$ cat src/rtl/ibex_pkg.sv
// Shared types for the register-file wipe sequencer.
package ibex_pkg;

    typedef enum logic [1:0] {
        WIPE_IDLE   = 2'd0,
        WIPE_WRITE  = 2'd1,
        WIPE_VERIFY = 2'd2,
        WIPE_DONE   = 2'd3
    } rf_wipe_state_e;

endpackage

$ cat src/rtl/ibex_rf_wipe_ctrl.sv
// Register-file wipe sequencer: passes core writes through when idle, otherwise walks the
// write port over every register. Optional readback pass enabled by IBEX_RF_WIPE_VERIFY_EN.
module ibex_rf_wipe_ctrl
    import ibex_pkg::*;
#(
    parameter bit                   RV32E             = 1'b0,
    parameter int unsigned          DataWidth         = 32,
    parameter bit                   DummyInstructions = 1'b0,
    parameter logic [DataWidth-1:0] WipeVal           = '0
) (
    input  logic                 clk_i,
    input  logic                 rst_i,
    input  logic                 wipe_req_i,
    output logic                 wipe_ack_o,
    output logic                 wipe_busy_o,
    output logic                 wipe_done_o,
    output logic                 core_stall_o,
    input  logic                 core_we_i,
    input  logic [4:0]           core_waddr_i,
    input  logic [DataWidth-1:0] core_wdata_i,
    output logic                 rf_we_o,
    output logic [4:0]           rf_waddr_o,
    output logic [DataWidth-1:0] rf_wdata_o,
    output logic                 rf_dummy_wb_o,
    output logic [4:0]           rf_raddr_o,
    input  logic [DataWidth-1:0] rf_rdata_i,
    output logic                 verify_err_o
);

    localparam int unsigned NumWords  = RV32E ? 16 : 32;
    localparam logic [4:0]  FirstAddr = DummyInstructions ? 5'd0 : 5'd1;
    localparam logic [4:0]  LastAddr  = 5'(NumWords - 1);

    rf_wipe_state_e state_q;
    logic [4:0]     cnt_q;
    logic           busy_q;
    logic           done_q;
`ifdef IBEX_RF_WIPE_VERIFY_EN
    logic           err_q;
    logic           rd_mismatch;

    assign rd_mismatch = (state_q == WIPE_VERIFY) && (rf_rdata_i != WipeVal);
`endif

    // Handshake: wipe_req_i is a level; it is taken in any IDLE cycle where it is high,
    // and wipe_ack_o marks exactly that cycle. Requests in any other state are ignored.
    assign wipe_ack_o = (state_q == WIPE_IDLE) && wipe_req_i;

    always_ff @(posedge clk_i or posedge rst_i) begin
        if (rst_i) begin
            state_q <= WIPE_IDLE;
            cnt_q   <= 5'd0;
            busy_q  <= 1'b0;
            done_q  <= 1'b0;
`ifdef IBEX_RF_WIPE_VERIFY_EN
            err_q   <= 1'b0;
`endif
        end else begin
            done_q <= 1'b0;
            unique case (state_q)
                WIPE_IDLE: begin
                    if (wipe_req_i) begin
                        state_q <= WIPE_WRITE;
                        cnt_q   <= FirstAddr;
                        busy_q  <= 1'b1;
`ifdef IBEX_RF_WIPE_VERIFY_EN
                        err_q   <= 1'b0;
`endif
                    end
                end
                WIPE_WRITE: begin
                    if (cnt_q == LastAddr) begin
`ifdef IBEX_RF_WIPE_VERIFY_EN
                        // R0 is never checked, so the readback pass always starts at 1.
                        state_q <= WIPE_VERIFY;
                        cnt_q   <= 5'd1;
`else
                        state_q <= WIPE_DONE;
                        cnt_q   <= 5'd0;
                        busy_q  <= 1'b0;
                        done_q  <= 1'b1;
`endif
                    end else begin
                        cnt_q <= cnt_q + 5'd1;
                    end
                end
`ifdef IBEX_RF_WIPE_VERIFY_EN
                WIPE_VERIFY: begin
                    if (rd_mismatch) begin
                        err_q <= 1'b1;
                    end
                    if (cnt_q == LastAddr) begin
                        state_q <= WIPE_DONE;
                        cnt_q   <= 5'd0;
                        busy_q  <= 1'b0;
                        done_q  <= 1'b1;
                    end else begin
                        cnt_q <= cnt_q + 5'd1;
                    end
                end
`endif
                WIPE_DONE: begin
                    state_q <= WIPE_IDLE;
                end
                default: begin
                    state_q <= WIPE_IDLE;
                    cnt_q   <= 5'd0;
                    busy_q  <= 1'b0;
                end
            endcase
        end
    end

    assign wipe_busy_o  = busy_q;
    assign core_stall_o = busy_q;
    assign wipe_done_o  = done_q;

    // Core writes are dropped while busy; DONE already hands the port back.
    always_comb begin
        rf_we_o       = core_we_i;
        rf_waddr_o    = core_waddr_i;
        rf_wdata_o    = core_wdata_i;
        rf_dummy_wb_o = 1'b0;
        if (state_q == WIPE_WRITE) begin
            rf_we_o       = 1'b1;
            rf_waddr_o    = cnt_q;
            rf_wdata_o    = WipeVal;
            rf_dummy_wb_o = (cnt_q == 5'd0);
        end else if (state_q == WIPE_VERIFY) begin
            rf_we_o = 1'b0;
        end
    end

`ifdef IBEX_RF_WIPE_VERIFY_EN
    assign rf_raddr_o   = (state_q == WIPE_VERIFY) ? cnt_q : 5'd0;
    // The flag rises in the very cycle the bad word is read, then holds.
    assign verify_err_o = err_q | rd_mismatch;
`else
    logic unused_rdata;
    assign unused_rdata = ^rf_rdata_i;
    assign rf_raddr_o   = 5'd0;
    assign verify_err_o = 1'b0;
`endif

    core_write_while_busy: assert property (
        @(posedge clk_i) disable iff (rst_i) wipe_busy_o |-> !core_we_i
    );

endmodule

$ cat config.mk
export PLATFORM = sky130hd
export DESIGN_NAME = ibex_rf_wipe_ctrl
export DESIGN_NICKNAME = d
export VERILOG_FILES = /design/src/rtl/ibex_pkg.sv /design/src/rtl/ibex_rf_wipe_ctrl.sv
export SDC_FILE = /design/constraint.sdc
export NUM_CORES = 1
export LEC_CHECK = 0
export CAP_MARGIN = 20
export CORE_UTILIZATION = 26
export DETAILED_ROUTE_END_ITERATION = 6
export GPL_ROUTABILITY_DRIVEN = 0
export PLACE_DENSITY = 0.95
export SYNTH_ARGS = -nofsm -noshare
export SYNTH_HDL_FRONTEND = slang
export SYNTH_SLANG_ARGS = --single-unit
export TNS_END_PERCENT = 50
$ cat constraint.sdc
create_clock -name clk_i -period 4.2 [get_ports clk_i]
set_input_delay 0.63 -clock clk_i [delete_from_list [all_inputs] [get_ports clk_i]]
set_output_delay 0.63 -clock clk_i [all_outputs]
set_load 0.03 [all_outputs]
* Word level (Yosys, flattened, before mapping)
Index checks and enable logic that the tools add are counted.
** Cells by class
- Add/subtract/negate cells :: 1
- Eq/ne operators :: 6
- Multiplexer cells :: 16
- Bitwise gates (word level) :: 1
- Reductions and logical operators :: 6
** Operators by type and width (count)
- 32-bit two-way mux :: 1
- 5-bit two-way mux :: 3
- 5-bit one-hot mux with 3 select lines :: 1
- 1-bit two-way mux :: 7
- 5-bit by 1-bit adder with 5-bit output, second input constant :: 1
- 5-bit equality test, second input constant :: 1
- 5-bit logical NOT :: 1
- 2-bit equality test, second input constant :: 2
- 2-bit two-way mux :: 2
- 2-bit != test, second input constant :: 2
- 2-bit one-hot mux with 2 select lines :: 1
- 2-bit AND reduction :: 2
- 1-bit one-hot mux with 3 select lines :: 1
- 3-bit AND reduction :: 1
- 2-bit by 1-bit equality test with 1-bit output, second input constant :: 1
- 2-bit logical NOT :: 1
- 1-bit logical AND :: 1
- 1-bit NOT :: 1
** Word-level totals
- Register bits after elaboration :: 9
- Input bits :: 73
- Output and inout bits :: 49
- Word-level logic and storage cells :: 34

* Logic depth before layout (Yosys ltp)
- Word-level depth :: 3
- Depth in mapped cells :: 6
- Depth with buffers taken out :: 6

* Worst setup path before layout
No wires, ideal clock.
- Path kind :: reg2out
- Start :: reg state_q[1]
- End :: out rf_dummy_wb_o
- Arrival time :: 1.677 ns
- Required time :: 3.570 ns
- Slack :: 1.893 ns
- Stages on the path, launching flop included :: 4
- Path buffers :: 1
- Path through :: dfrtp_1 > nand2b_4 > buf_2 > nor4_1
** Between the ends
- Longest elaborated chain between the ends :: 2
** Ends and longest elaborated chain
- start, declared :: RTL line ibex_rf_wipe_ctrl.sv:34 : rf_wipe_state_e state_q;
- start signal, assigned :: RTL line ibex_rf_wipe_ctrl.sv:51 : state_q <= WIPE_IDLE;
- start signal, assigned :: RTL line ibex_rf_wipe_ctrl.sv:63 : state_q <= WIPE_WRITE;
- start signal, assigned :: RTL line ibex_rf_wipe_ctrl.sv:78 : state_q <= WIPE_DONE;
- 2-bit by 1-bit equality test with 1-bit output :: RTL line ibex_rf_wipe_ctrl.sv:124 : if (state_q == WIPE_WRITE) begin
- 1-bit two-way mux :: RTL line ibex_rf_wipe_ctrl.sv:124
- end, declared :: RTL line ibex_rf_wipe_ctrl.sv:24 : output logic rf_dummy_wb_o,
No other way between the ends.

* Worst setup path in the final report
Ends and elaborated chain as after synthesis.

==> run metrics <==
status complete, no violations; DR pass1 iterations 5; Cell Area, Synth 877.1 um^2; Area Overhead vs Synth 95.43%; # Max-Cap Violations 0; IO Port Bufs 83; synth top area cells dfrtp_1 (26%), and2_1 (24%), buf_4 (6.0%); NumNets Final 266; maximum vdd drop 0.0003108 V; ys async rst share 100.0%; clk buf depth 2; Clk pin slew, worst setup/hold paths 0.07 ns; Congestion Overflow GR 0; DR WL/cell 11.51 um; Final Hold Vio Count 0; Worst setup EP type output pin; PD cells 460.6 nW/um^2; post-synth top area share 25.68%; Clock Sinks 9; Final setup viols 0; Cells after Synth 110; maximum fanout count along the critical path 40; Tmin final 2.842 ns; DRT iter0 DRCs 28; setup bufs post-CTS 0; die span in x 60.08 um; Largest stage delay, worst path 0.73 ns; Cell Rows 20; setup slack at placement 1.565 ns; final WL 2681 um; layout cells sized above 1 5.820%; vias in the first global route 860; CTS tree yes; Post-synth EDFFs 0; vias per cell 4.395; Post-route DRC 0; post-layout util 54.80%; Pwr Total 0.0007895 W; ys flop type dfrtp_1; Num CTS Buffers 3; Worst EP arrival 2.21 ns; library cells used by synthesis 34; Yosys reg bits 9; crit path launch type register; HPWL Detailed 2202 um; H-tree levels 1; Leak Pwr 0.7286 nW; Max Transition Viols Final 0; Tot GR Track Use 13.87%; clock skew 0.003877 ns; setup tns final 0 ns; Setup CP Type reg2out; most frequent cells after synthesis and2_1 (33), nand2_1 (11), dfrtp_1 (9); Slowest-stage cell, CP clkdlybuf4s50_1; DIE AREA 3610 um^2; Ports 122; Routed Antenna Nets 0; die height 60.08 um; maximum clock frequency 351.9 MHz; Period Utilization, post-route 67.66%; core area 3128 um^2; top cell type by total area after synthesis dfrtp_1; Vias 1024; count leader, synth and2_1; Starting Density 28.04%; hold_buf cts 0; CTS root buf clkbuf_4; first-pass GRT wire length 3657 um; ant diodes 0; Required @ worst endpoint 3.57 ns; register area share after synthesis 25.68%; Ys Warns 0; worst min-delay path class reg2reg; initial antenna violation count 0; largest net degree at the start of global routing 41; Syn Area/Cell 7.974 um^2; PnR worst setup slack 1.358 ns; CTS resizes 0; RSZ-0062 raised after global routing no; worst skew pair latency 0.28 ns; worst path cell trace nand2b_4 -> nor4_1 -> clkdlybuf4s50_1
final timing paths:
path                       startpoint       endpoint  slack (ns)  cells past startpoint
setup / recovery           state_q[1]  rf_dummy_wb_o        1.36                      3
setup reg to reg             cnt_q[0]       cnt_q[2]        2.54                      6
hold reg to reg              cnt_q[4]       cnt_q[4]        0.59                      1
min in group asynchronous       rst_i       cnt_q[0]        0.61                      2
hold / removal               cnt_q[4]       cnt_q[4]        0.59                      1
max in group asynchronous       rst_i       cnt_q[3]        3.34                      2
flip-flops by register name, indices dropped and copies added (netlist names):
name          flops
core_stall_o      1
cnt_q             5
state_q           2
wipe_done_o       1
logic make-up (layout without fill, tap and decap cells):
group | count (synthesis) | count (layout) | synth area share [%]
other cells | 1 | 6 | 0.4275
buf+inv | 18 | 92 | 12.98
simple gates | 60 | 60 | 41.08
mux | 1 | 1 | 1.141
fa+ha+maj | 4 | 4 | 5.564
compound gates | 17 | 17 | 13.12
flops | 9 | 9 | 25.68
through the flow:
step / hold WS [ns] / instance area (um^2) / cells
after floorplan: 0.4579 / 895.9 / 115
after global placement: 0.5553 / 1687 / 229
after detailed placement: 0.5907 / 1687 / 229
after CTS: 0.6073 / 1714 / 233
after global routing: 0.6243 / 1714 / 233
final: 0.5858 / 1714 / 233
critical path, delay by kind of cell (launching register included):
family | cells | cell delay (ns)
and+or+nand+nor | 2 | 0.65
DFF | 1 | 0.55
buffers and inverters | 1 | 0.73
layout make-up:
type                    instances  area [um^2]
fillers                       286         1414
repair buffers                 83        830.8
multi-input cells              88        556.8
flip-flops and latches          9        225.2
well taps                      44        55.05
clock buffers                   3        22.52
inverters                       5        18.77
clock inverters                 1        5.005
where the power goes:
group / leakage [nW] / internal [W] / switching (W)
Clock: 0.0177 / 0.0000354 / 0.0000360
Sequential: 0.109 / 0.000119 / 0.0000499
Combinational: 0.602 / 0.000254 / 0.000294
per-layer routing:
metal,vias up,global-route usage [%],wire [um]
li1,507,-,-
met1,459,12.43,960
met2,54,29.21,1497
met3,4,2.381,204
met4,0,5.980,19
met5,-,0,0
layout by cell type, fill, tap and decap left out:
cell type | synthesis | final
clkdlybuf4s50_1 | 0 | 83
and2_1 | 33 | 33
nand2_1 | 11 | 11
dfrtp_1 | 9 | 9
conb_1 | 1 | 6
o21ai_0 | 5 | 5
inv_1 | 4 | 4
nor2_1 | 4 | 4
and3_1 | 3 | 3
ha_1 | 3 | 3
clkbuf_4 | 0 | 3
a21oi_1 | 2 | 2
nand2b_1 | 2 | 2
o211ai_1 | 2 | 2
nor2b_4 | 1 | 1
inv_2 | 1 | 1
or3_1 | 1 | 1
a22o_1 | 1 | 1
and2_4 | 1 | 1
a211oi_2 | 1 | 1
nor3_1 | 1 | 1
mux2i_1 | 1 | 1
nand2b_4 | 1 | 1
maj3_2 | 1 | 1
nor4_1 | 1 | 1
o22ai_1 | 1 | 1
a32o_1 | 1 | 1
a32oi_1 | 1 | 1
nor3b_2 | 1 | 1
a22oi_1 | 1 | 1
a31oi_1 | 1 | 1
o21ai_1 | 1 | 1
clkinv_2 | 0 | 1
Note: power is estimated with default switching activity, not from simulation.
